[src/rtl/pipeline_ctrl.sv]
// pipeline_ctrl: stall/flush/halt sequencer for the 5-stage pipeline, with saturating perf counters.
module pipeline_ctrl #(
  parameter int DRAIN_CYCLES = 3,
  parameter int CNT_W        = 32
) (
  input  logic             clk,
  input  logic             rst,
  input  logic             MemRead_id_ex,
  input  logic [4:0]       rt_id_ex,
  input  logic [4:0]       rs_id,
  input  logic [4:0]       rt_id,
  input  logic             uses_rs_id,
  input  logic             uses_rt_id,
  input  logic             pc_bj_ex,
  input  logic             halt_ex,
  input  logic             resume,
  output logic             pc_en,
  output logic             if_id_en,
  output logic             if_id_flush,
  output logic             id_ex_flush,
  output logic             halted,
  output logic [CNT_W-1:0] cycle_cnt,
  output logic [CNT_W-1:0] stall_cnt,
  output logic [CNT_W-1:0] flush_cnt
);
  typedef enum logic [1:0] {RUN, DRAIN, HALTED} state_e;
  localparam int DW = DRAIN_CYCLES > 1 ? $clog2(DRAIN_CYCLES) : 1;
  state_e           state_q, state_d;
  logic [DW-1:0]    drain_q, drain_d;
  logic [CNT_W-1:0] cycle_q, stall_q, flush_q;
  logic             run, lu, do_halt, do_bj, do_lu;
  assign run = state_q == RUN;
  assign lu = MemRead_id_ex & (rt_id_ex != 5'd0) &
              ((uses_rs_id & (rs_id == rt_id_ex)) | (uses_rt_id & (rt_id == rt_id_ex)));
  // Priority: halt beats branch/jump, which beats load-use (a stall on the wrong path is moot).
  assign do_halt = run & halt_ex;
  assign do_bj   = run & ~halt_ex & pc_bj_ex;
  assign do_lu   = run & ~halt_ex & ~pc_bj_ex & lu;
  always_comb begin
    pc_en       = run & ~do_halt & ~do_lu;
    if_id_en    = run & ~do_halt & ~do_lu;
    if_id_flush = ~run | do_halt | do_bj;
    id_ex_flush = ~run | do_halt | do_bj | do_lu;
    halted      = state_q == HALTED;
    state_d     = do_halt ? DRAIN :
                  (state_q == DRAIN && drain_q == '0) ? HALTED :
                  (state_q == HALTED && resume) ? RUN : state_q;
    drain_d     = do_halt ? DW'(DRAIN_CYCLES - 1) :
                  (state_q == DRAIN && drain_q != '0) ? drain_q - DW'(1) : drain_q;
  end
  always_ff @(posedge clk) begin
    if (rst) begin
      state_q <= RUN;
      drain_q <= '0;
      cycle_q <= '0;
      stall_q <= '0;
      flush_q <= '0;
    end else begin
      state_q <= state_d;
      drain_q <= drain_d;
      if (state_q != HALTED && cycle_q != '1) cycle_q <= cycle_q + CNT_W'(1);
      if (do_lu && stall_q != '1) stall_q <= stall_q + CNT_W'(1);
      if (do_bj && flush_q != '1) flush_q <= flush_q + CNT_W'(1);
    end
  end
  assign cycle_cnt = cycle_q;
  assign stall_cnt = stall_q;
  assign flush_cnt = flush_q;
endmodule
[config.mk]
export PLATFORM = sky130hd
export DESIGN_NAME = pipeline_ctrl
export DESIGN_NICKNAME = d
export VERILOG_FILES = /design/src/rtl/pipeline_ctrl.sv
export SDC_FILE = /design/constraint.sdc
export NUM_CORES = 1
export LEC_CHECK = 0
export CORE_ASPECT_RATIO = 1.25
export CORE_MARGIN = 5
export CORE_UTILIZATION = 45
export CTS_CLUSTER_DIAMETER = 200
export DETAILED_ROUTE_END_ITERATION = 12
export HOLD_SLACK_MARGIN = 0.06
export PLACE_DENSITY = 0.75
export SLEW_MARGIN = 40
export SYNTH_ARGS = -nofsm -noshare
export SYNTH_HDL_FRONTEND = slang
export SYNTH_SLANG_ARGS = --single-unit
[constraint.sdc]
create_clock -name clk -period 3.21 [get_ports clk]
set_clock_uncertainty 0.05 [all_clocks]
set_input_delay 0.4815 -clock clk [delete_from_list [all_inputs] [get_ports clk]]
set_output_delay 0.4815 -clock clk [all_outputs]
set_load 0.03 [all_outputs]
Yosys cells after proc, flatten, opt, wreduce, memory -nomap -nowiden:

Cells that the tools add are included.

* word-level logic and storage cells: 58
* memories kept: 0
* bits in latches: 0
* input port bits: 23
* register bits after elaboration: 100
* RAM bits: 0
* output and inout bits: 101
* memory bits (read-only): 0

* eq/ne operators: 8
* $mul: 0
* shift-type cells: 0
* bitwise gates (word level): 20
* reduce and logical (&&, ||, !) cells: 14
* magnitude comparators: 0
* div/mod/pow operators: 0
* mux-type cells: 5
* add/subtract/negate cells: 4

Operators by type and width (number)
* 32-bit by 1-bit adder with 32-bit output (second input constant): 3
* 32-bit inequality test (second input constant): 3
* 1-bit bitwise AND: 11
* 5-bit == test: 2
* 2-bit 2-to-1 mux: 4
* 1-bit logical AND: 6
* 2-bit nonzero test: 3
* 1-bit NOT: 5
* 5-bit nonzero test: 1
* 2-bit logical NOT: 2
* 1-bit OR: 4
* 3-bit nonzero test: 1
* 2-bit by 1-bit == test with 1-bit output (second input constant): 1
* 2-bit == test (second input constant): 1
* 2-bit inequality test (second input constant): 1
* 2-bit OR reduction: 1
* 2-bit by 1-bit subtractor with 2-bit output (second input constant): 1
* 1-bit 2-to-1 mux: 1

Logic depth before layout (Yosys ltp):

Gate-level depths: netlist (run 1).

* depth after elaboration: 7
* gate-level depth with buffers: 9
* gate-level depth less buffers: 7

Worst setup path after synthesis (run 1):

No wires, ideal clock.

* path type: flip-flop to flip-flop
* start point: reg flush_q[3] (netlist: flush_cnt[3])
* end point: reg flush_q[23] (netlist: flush_cnt[23])
* setup time: 0.070 ns
* path slack: 0.617 ns
* cell stages (with the launch flop): 8
* period minus slack after synthesis: 2.593 ns
* required time: 3.090 ns
* arrival: 2.473 ns
* buffers on the path: 1
* cells stage by stage: dfxtp_1 nand4_2 or2_1 or4_4 or3_1 buf_2 or3_1 a21oi_1

* longest elaborated chain between the ends: 2
* elaborated cells on any way between the ends: 3
* classes of those cells: add/sub (1); eq/ne (1); reduce/logical (1)

RTL lines
* start: declaration: RTL line 30 `logic [CNT_W-1:0] cycle_q, stall_q, flush_q;`
* start signal: assignment: RTL line 63 `if (do_bj && flush_q != '1) flush_q <= flush_q + CNT_W'(1);`
* branches (longest 2 deep; another with 32-bit by 1-bit adder with 32-bit output)

Parallel ways; which one is timed is not known.
A chain may end at the register's enable or synchronous reset.

Worst setup path in the final report (run 1):

* start point: in rt_id_ex[0]
* end point: out pc_en

* longest elaborated chain between the ends: 7
* elaborated cells on any way between the ends: 11
* classes of those cells: eq/ne (2); bitwise (8); reduce/logical (1)

RTL lines
* start: declaration: RTL line 9 `input logic [4:0] rt_id_ex,`
* 5-bit == test: RTL line 34 `((uses_rs_id & (rs_id == rt_id_ex)) | (uses_rt_id & (rt_id == rt_id_ex)));`
* 1-bit bitwise AND: RTL line 34
* 1-bit OR: RTL line 34
* 1-bit bitwise AND (*): RTL line 33 `assign lu = MemRead_id_ex & (rt_id_ex != 5'd0) &`
* 1-bit bitwise AND (*): RTL line 38 `assign do_lu = run & ~halt_ex & ~pc_bj_ex & lu;`
* 1-bit NOT (*): RTL line 40 `pc_en = run & ~do_halt & ~do_lu;`
* 1-bit bitwise AND (*): RTL line 40
* end: declaration: RTL line 17 `output logic pc_en,`

Every way passes the cells marked *; elsewhere a longest branch is shown, timed or not.

==> results, run 1 <==
- The run finished with clean final reports.
- In this run the tightest slew margin relative to its limit is 48.5%.
- For the worst-skew pair, the clock arrives at the later sink with an insertion delay of 0.34 ns.
- After layout, the worst path uses 95.5% of the clock period.
- In this run the horizontal extent of the chip is 105 um.
- Setup repair after global routing left no endpoint under its margin.
- The synthesized design contains 100 register bits.
- Net switching is 22.8% of the power.
- The signal on the critical path passes through clkdlybuf4s50_1 > or3_1 > o311a_1 > nand2_1 > and2_1 > clkdlybuf4s50_1.
- The total half-perimeter wirelength after legalization and detailed placement is 9770 um.
- The worst setup path is captured at an output pin.
- The number of diodes added for antenna fixing is 0.
- Dividing total power by cell area gives a power density of 378 mW/mm2.
- After synthesis, the cell types taking the most area are dfxtp_1 (39%), xnor2_1 (6.7%), nor2_1 (5.8%).
- The congestion estimate from routability-driven global placement came to 0.890.
- The proportion of power drawn by the clock network is 42.6%.
- The clock transition at the registers of the reported paths is 0.07 ns.
- The clock root buffer master is clkbuf_16.
- The slew at the pin with the worst max-slew slack is 0.771 ns.
- The power consumption is 2.58 mW.
- The CTS buffer count is 9.
- The boundary pin count is 124.
- The slowest cell on the critical path is clkdlybuf4s50_1.
- For the finished layout, the period the worst path requires is 3.06 ns.
- The start-to-end type of the worst setup path is in2out.
- The total nets after synthesis is 655.
- The initial standard-cell utilization of the core is 46.0%.
- The count of final setup violators is 0.
- The startpoint type of the worst setup path is an input port.
- The aggregate negative setup slack is 0 ns.
- Counting flops with a built-in enable in the synthesized netlist gives 0.
- The floorplan core area is 0.0111 mm2.
- The arrival time reported for the critical path endpoint is 2.53 ns.
- The internal power of the cells totals 2.00 mW.
- In this run the worst hold path is classified as reg2reg.
- The largest incremental delay on the critical path is 0.67 ns.
- The net switching component of the power is 0.588 mW.
- The register share of total power is 49.4%.
- The worst path meets setup with 0.146 ns of slack.
- The warning count from the yosys run is 0.
- Detailed routing inserted a total of 4973 vias.
- The number of hold violations in the final report was 0.
- The fraction of final layout cells sized beyond drive strength 1 is 7.01%.
- The overall die area is 0.0136 mm2.
- After clock tree synthesis, the setup repair step added 0 buffers.
- In this run the deepest clock path goes through 2 buffers.
- The number of clock sinks is 100.
- The area added between synthesis and finish is 33.2%.
- After detailed routing, the number of remaining DRC violations is 0.
- The cell area after synthesis is 0.00512 mm2.
- The worst-case setup slack after placement is 0.136 ns.
- Of the total power, combinational logic draws 8.0%.
- The hold-fix buffer count after cts is 0.
- The leakage power total is 2.22 nW.
- The number of global-route vias before repair was 4929.
- For this block, the routed nets add up to 13200 um of wire.
- Broken down by cell family, the worst path's largest delay share belongs to buffers and inverters.
- After detailed routing, the number of vias per cell comes to 5.58.
- At the end of the flow, the number of nets in the layout was 778.
- The final max-slew violation count is 0.
- Entering global routing, the biggest net connects 84 pins.
- Among all flip-flop cells after synthesis, the most frequent one is dfxtp_1.
- Of all nets on the critical path, the largest fanout is 2.
- The most prevalent standard cell on the critical path is clkdlybuf4s50_1.
- The count of instances resized after the clock tree is built is 0.
- Summed over all instances, the cell type with the most area after synthesis is dfxtp_1.
- The number of distinct library cells after synthesis is 55.
- Based on the critical path, the design can be clocked at up to 0.326 GHz.
- The post-synthesis async set-or-reset flop share is 0%.
- Dividing the synthesized area by the synthesized cell count gives 8.16 um2.
- The buffering stage count on the worst path with inverters included is 2.
- TritonCTS built the clock tree.
- The count of buffers added on input and output ports is 123.
- The maximum vdd drop is 0.268 mV.
- The first global-routing pass estimated 22400 um of wire.
- The part of the Yosys area used for sequential elements is 39.1%.
- The total overflow left after global routing is 0.
- Max-cap violations in this run came to 0.
- For this run, the share of the core covered by cells in the final layout is 61.3%.
- The share of the synthesized area in the top cell type is 39.1%.
- The worst hold slack across all endpoints is 0.457 ns.
- The number of routed nets with antenna violations is 0.
- The aggregate global-route resource usage is 19.4%.
- The detailed router's first-iteration violation count is 252.
- The number of levels in the clock H-tree is 3.
- The instance count of the mapped netlist is 628.
- After detailed routing, the average wire length per cell comes to 14.8 um.
- The most frequent standard cell in the layout excluding fill and tap cells is clkdlybuf4s50_1.
- Measured along the y axis, the die boundary spans 129 um.
- In the layout the commonest cells are clkdlybuf4s50_1 (121), dfxtp_1 (100), nor2_1 (79).
- Row generation in the floorplan step produced 43 rows.
- The initial antenna violation count is 0.
- For the worst setup path, the data required time is 2.68 ns.
- The pre-antenna-repair detailed-routing pass consisted of 4 iterations.
==> worst reg2reg max path: stages (launching register included) <==
cell      delay [ns]
dfxtp_1         0.51
nand2b_1        0.25
inv_1           0.12
or4_1           0.62
nor4_1          0.62
and3_1          0.26
xnor2_1         0.12
nor2_1          0.05
==> final timing paths <==
| check | from | slack [ns] | to | cells past startpoint |
|---|---|---|---|---|
| setup / recovery | rt_id_ex[0] | 0.15 | pc_en | 6 |
| hold / removal | stall_cnt[14] | 0.46 | stall_cnt[14] | 2 |
| setup reg to reg | state_q[0] | 0.48 | cycle_cnt[20] | 7 |
| hold reg to reg | stall_cnt[14] | 0.46 | stall_cnt[14] | 2 |
==> flip-flops by register name, indices dropped and copies added (netlist names) <==
signal and flops:
state_q 2, stall_cnt 32, drain_q 2, cycle_cnt 32, flush_cnt 32
==> stage by stage <==
stage / cell area, um2 / std cells
final: 6830 / 891
after global routing: 6830 / 891
after CTS: 6820 / 891
after detailed placement: 6510 / 875
after global placement: 6510 / 875
after floorplan: 5120 / 628
==> routing by layer <==
metal	global-route usage, %	routed length, um
met1	22.3	5570
met2	35.7	6810
met3	3.59	595
met4	7.64	208
met5	0	0
==> power by group through the flow <==
| stage | Clock, mW | Combinational, mW | Sequential [mW] |
|---|---|---|---|
| after floorplan | 0 | 0.115 | 1.31 |
| final | 1.10 | 0.208 | 1.28 |
| after global placement | 0 | 0.204 | 1.30 |
| after CTS | 1.13 | 0.209 | 1.28 |
| after detailed placement | 0 | 0.208 | 1.30 |
| after global routing | 1.17 | 0.225 | 1.28 |
==> final cells by class <==
class                           count  area, um2
Clock inverter                      3       45.0
Timing Repair Buffer              138       1340
Tap cell                          135        169
Clock buffer                       13        260
Inverter                           23       86.3
Sequential cell                   100       2000
Multi-Input combinational cell    479       2920
Fill cell                        1004       4310
==> kinds of logic after synthesis <==
| family | after synthesis | synth area share, % |
|---|---|---|
| compound gates | 82 | 9.52 |
| xor+xnor | 63 | 10.8 |
| fa+ha+maj | 4 | 0.977 |
| buf+inv | 49 | 4.17 |
| flops | 100 | 39.1 |
| mux | 9 | 1.93 |
| simple gates | 321 | 33.6 |
==> synth_stat cells (all sizes together), types with 18 or more instances <==
master,n
o21ai,26
dfxtp,100
xor2,24
clkbuf,18
nand2,36
inv,23
nand4,37
nor2,79
or3,24
a21oi,31
xnor2,39
nand3,38
nor3,27
(Power assumes the default switching activity.)
==> run 2: changes to the inputs <==
Settings changed: CORE_MARGIN 5 to 2.
==> results, run 2 (synthesis results as in run 1) <==
- The aggregate global-route resource usage is 21.1% (+1.7 points).
- The number of setup buffers added after CTS was 0 (unchanged).
- The die height is 123 um (-4.6%).
- The slew at the pin with the worst max-slew slack is 0.830 ns (+0.0586 ns).
- The final max-slew violation count came to 0 (unchanged).
- The overall die area is 0.0123 mm2 (-10%).
- The clock period minus final worst setup slack is 3.09 ns (+0.0241 ns).
- The count of final setup violators is 0 (unchanged).
- The most prevalent standard cell on the critical path is clkdlybuf4s50_1.
- The detailed-routing iteration count for the pre-antenna-repair pass is 5 (+1).
- The length of routed met2 wiring was 6530 um (-4.1%).
- The timing-limited maximum frequency is 0.324 GHz (-0.78%).
- The detailed router's first-iteration violation count is 212 (-16%).
- The critical path starts at rt_id_ex[0].
- The tree is rooted in a clkbuf_16.
- Among all stages on the critical path, the largest delay is contributed by clkdlybuf4s50_1.
- The maximum count of clock buffers along a single path is 2 (unchanged).
- Traced cell by cell, the critical path runs through clkdlybuf4s50_1 > or3_1 > o311a_1 > nand2_1 > and2_1 > clkdlybuf4s50_1.
- Leaving out fill and tap cells, the most frequent cells in the layout are clkdlybuf4s50_1 (121), dfxtp_1 (100), nor2_1 (79).
- The wire length of the first global-routing pass is 21500 um (-3.7%).
- The sequential cell area is 0.00200 mm2 (unchanged).
- The number of standard-cell rows in the floorplan is 43 (unchanged).
- The number of clock sinks came to 100 (unchanged).
- The startpoint type of the worst setup path is an input port.
- The number of routed nets with antenna violations is 0 (unchanged).
- The count of instances resized after the clock tree is built is 0 (unchanged).
- The area occupied by multi-input gates is 0.00292 mm2 (unchanged).
- The largest incremental delay on the critical path is 0.68 ns (about the same).
- The worst-case setup slack after placement was 0.109 ns (-0.0272 ns).
- The routed wirelength normalized by instance count is 14.7 um (-0.67%).
- The worst register-to-register path begins at state_q[0].
- The worst hold slack across all endpoints is 0.459 ns (+0.00215 ns).
- The cell area after placement is 0.00649 mm2 (-0.35%).
- The number of non-filler instances in the completed layout is 887 (-0.45%).
- From synthesis to final layout, the design area changed by 32.4%.
- The kind of end point of the critical path is an output pin.
- The final standard cell area without fillers is 0.00679 mm2 (-0.59%).
- The vias after detailed routing is 5034 (+1.2%).
- The net count of the finished layout is 775 (-0.39%).
- The CTS buffer count is 9 (unchanged).
- The fraction of final layout cells sized beyond drive strength 1 is 6.78% (-0.23 points).
- The number of diodes added for antenna fixing was 0 (unchanged).
- The source-to-sink clock delay at the later pin of the worst-skew pair is 0.34 ns (about the same).
- The max-cap check violation count is 0 (unchanged).
- The highest fanout seen on the critical path came to 2 (unchanged).
- Setup repair after global routing left no endpoint under its margin.
- The critical path is of the in2out type.
- The leakage power total is 2.20 nW (-0.72%).
- The headroom to the max-slew limit came to 44.6% (-3.9 points).
- The initial standard-cell utilization of the core was 46.2% (+0.22 points).
- The final setup slack of the worst path is 0.122 ns (-0.0241 ns).
- The floorplan core area is 0.0111 mm2 (-0.48%).
- The aggregate negative setup slack is 0 ns (unchanged).
- The origin of the worst min-delay path is stall_cnt[9].
- The number of global-route vias before repair was 4778 (-3.1%).
- The number of DRC violations after detailed routing was 0 (unchanged).
- The wire length the detailed router placed on met1 came to 5620 um (+1.0%).
- The hold-fix buffer count after cts is 0 (unchanged).
- The library cell used most frequently in the layout, excluding fill and tap cells, is clkdlybuf4s50_1.
- After detailed routing, no signal wire sits above met4.
- The arrival time reported for the critical path endpoint is 2.56 ns (+0.03 ns).
- The number of levels in the clock H-tree is 3 (unchanged).
- The kind of cell with the highest combined delay along the critical path is buffers and inverters.
- The power consumption is 2.52 mW (-2.4%).
- The maximum vdd drop is 0.238 mV (-11%).
- The fill cell instance count of the final layout is 988 (-1.6%).
- The buffering stage count on the worst path with inverters included was 2 (unchanged).
- The boundary pin count is 124 (unchanged).
- The part of the cycle the worst path needs is 96.2% (+0.75 points).
- The per-cell via count in the routed design was 5.68 (+1.7%).
- The number of hold violations in the final report is 0 (unchanged).
- The run finished with clean final reports.
- The data required time of the worst path is 2.68 ns (about the same).
- TritonCTS built the clock tree.
- The ratio of total power to cell area came to 371 mW/mm2 (-1.9%).
- The count of input and output buffers is 123 (unchanged).
- The post-route core utilization is 61.2% (-0.064 points).
- The cell count after placement is 872 (-0.34%).
- The clock transition at the registers of the reported paths was 0.07 ns (about the same).
- The class of the tightest hold or removal check is reg2reg.
- The detailed-routed wire length on met3 is 710 um (+19%).
- The aggregate global routing overflow was 0 (unchanged).
- The detailed-route wire length is 13000 um (-1.1%).
- The total half-perimeter wirelength after legalization and detailed placement is 9430 um (-3.5%).
- The maximum number of pins on one net before global-route repair was 89 (+6.0%).
- The global placement routability congestion was 0.874 (-1.8%).
- The initial antenna violation count is 0 (unchanged).
- The overall die width is 99.5 um (-5.7%).
==> run 2: path summary, 6_finish.rpt <==
check / end / slack [ns] / depth (start not counted)
setup / recovery: if_id_en / 0.12 / 6
setup reg to reg: cycle_cnt[20] / 0.49 / 7
hold reg to reg: stall_cnt[9] / 0.46 / 2
hold / removal: stall_cnt[9] / 0.46 / 2
==> run 2: routing by layer <==
metal  vias up  global-route usage, %
met5         -                      0
met4         0                   7.36
met3        16                   3.79
met2       137                   37.5
met1      2404                   25.7
li1       2477                      -
==> run 2: worst reg2reg max path, cell delays in order, from the launching register on <==
cell and delay, ns:
dfxtp_1 0.48, nand2b_1 0.24, inv_1 0.10, or4_1 0.62
nor4_1 0.64, and3_1 0.27, xnor2_1 0.12, nor2_1 0.06
==> run 2: area by class of cell <==
cell class | count | share of cell area (%)
multi-input combinational | 479 | 43.1
sequential | 100 | 29.5
timing repair buffer | 135 | 19.4
clock buffer | 12 | 3.93
tap | 135 | 2.49
inverter | 23 | 1.27
clock inverter | 3 | 0.313
==> run 2: power by group <==
group	total (mW)	switching, mW	internal, mW
registers	1.27	0.0207	1.25
clock network	1.04	0.456	0.585
logic	0.205	0.113	0.0924
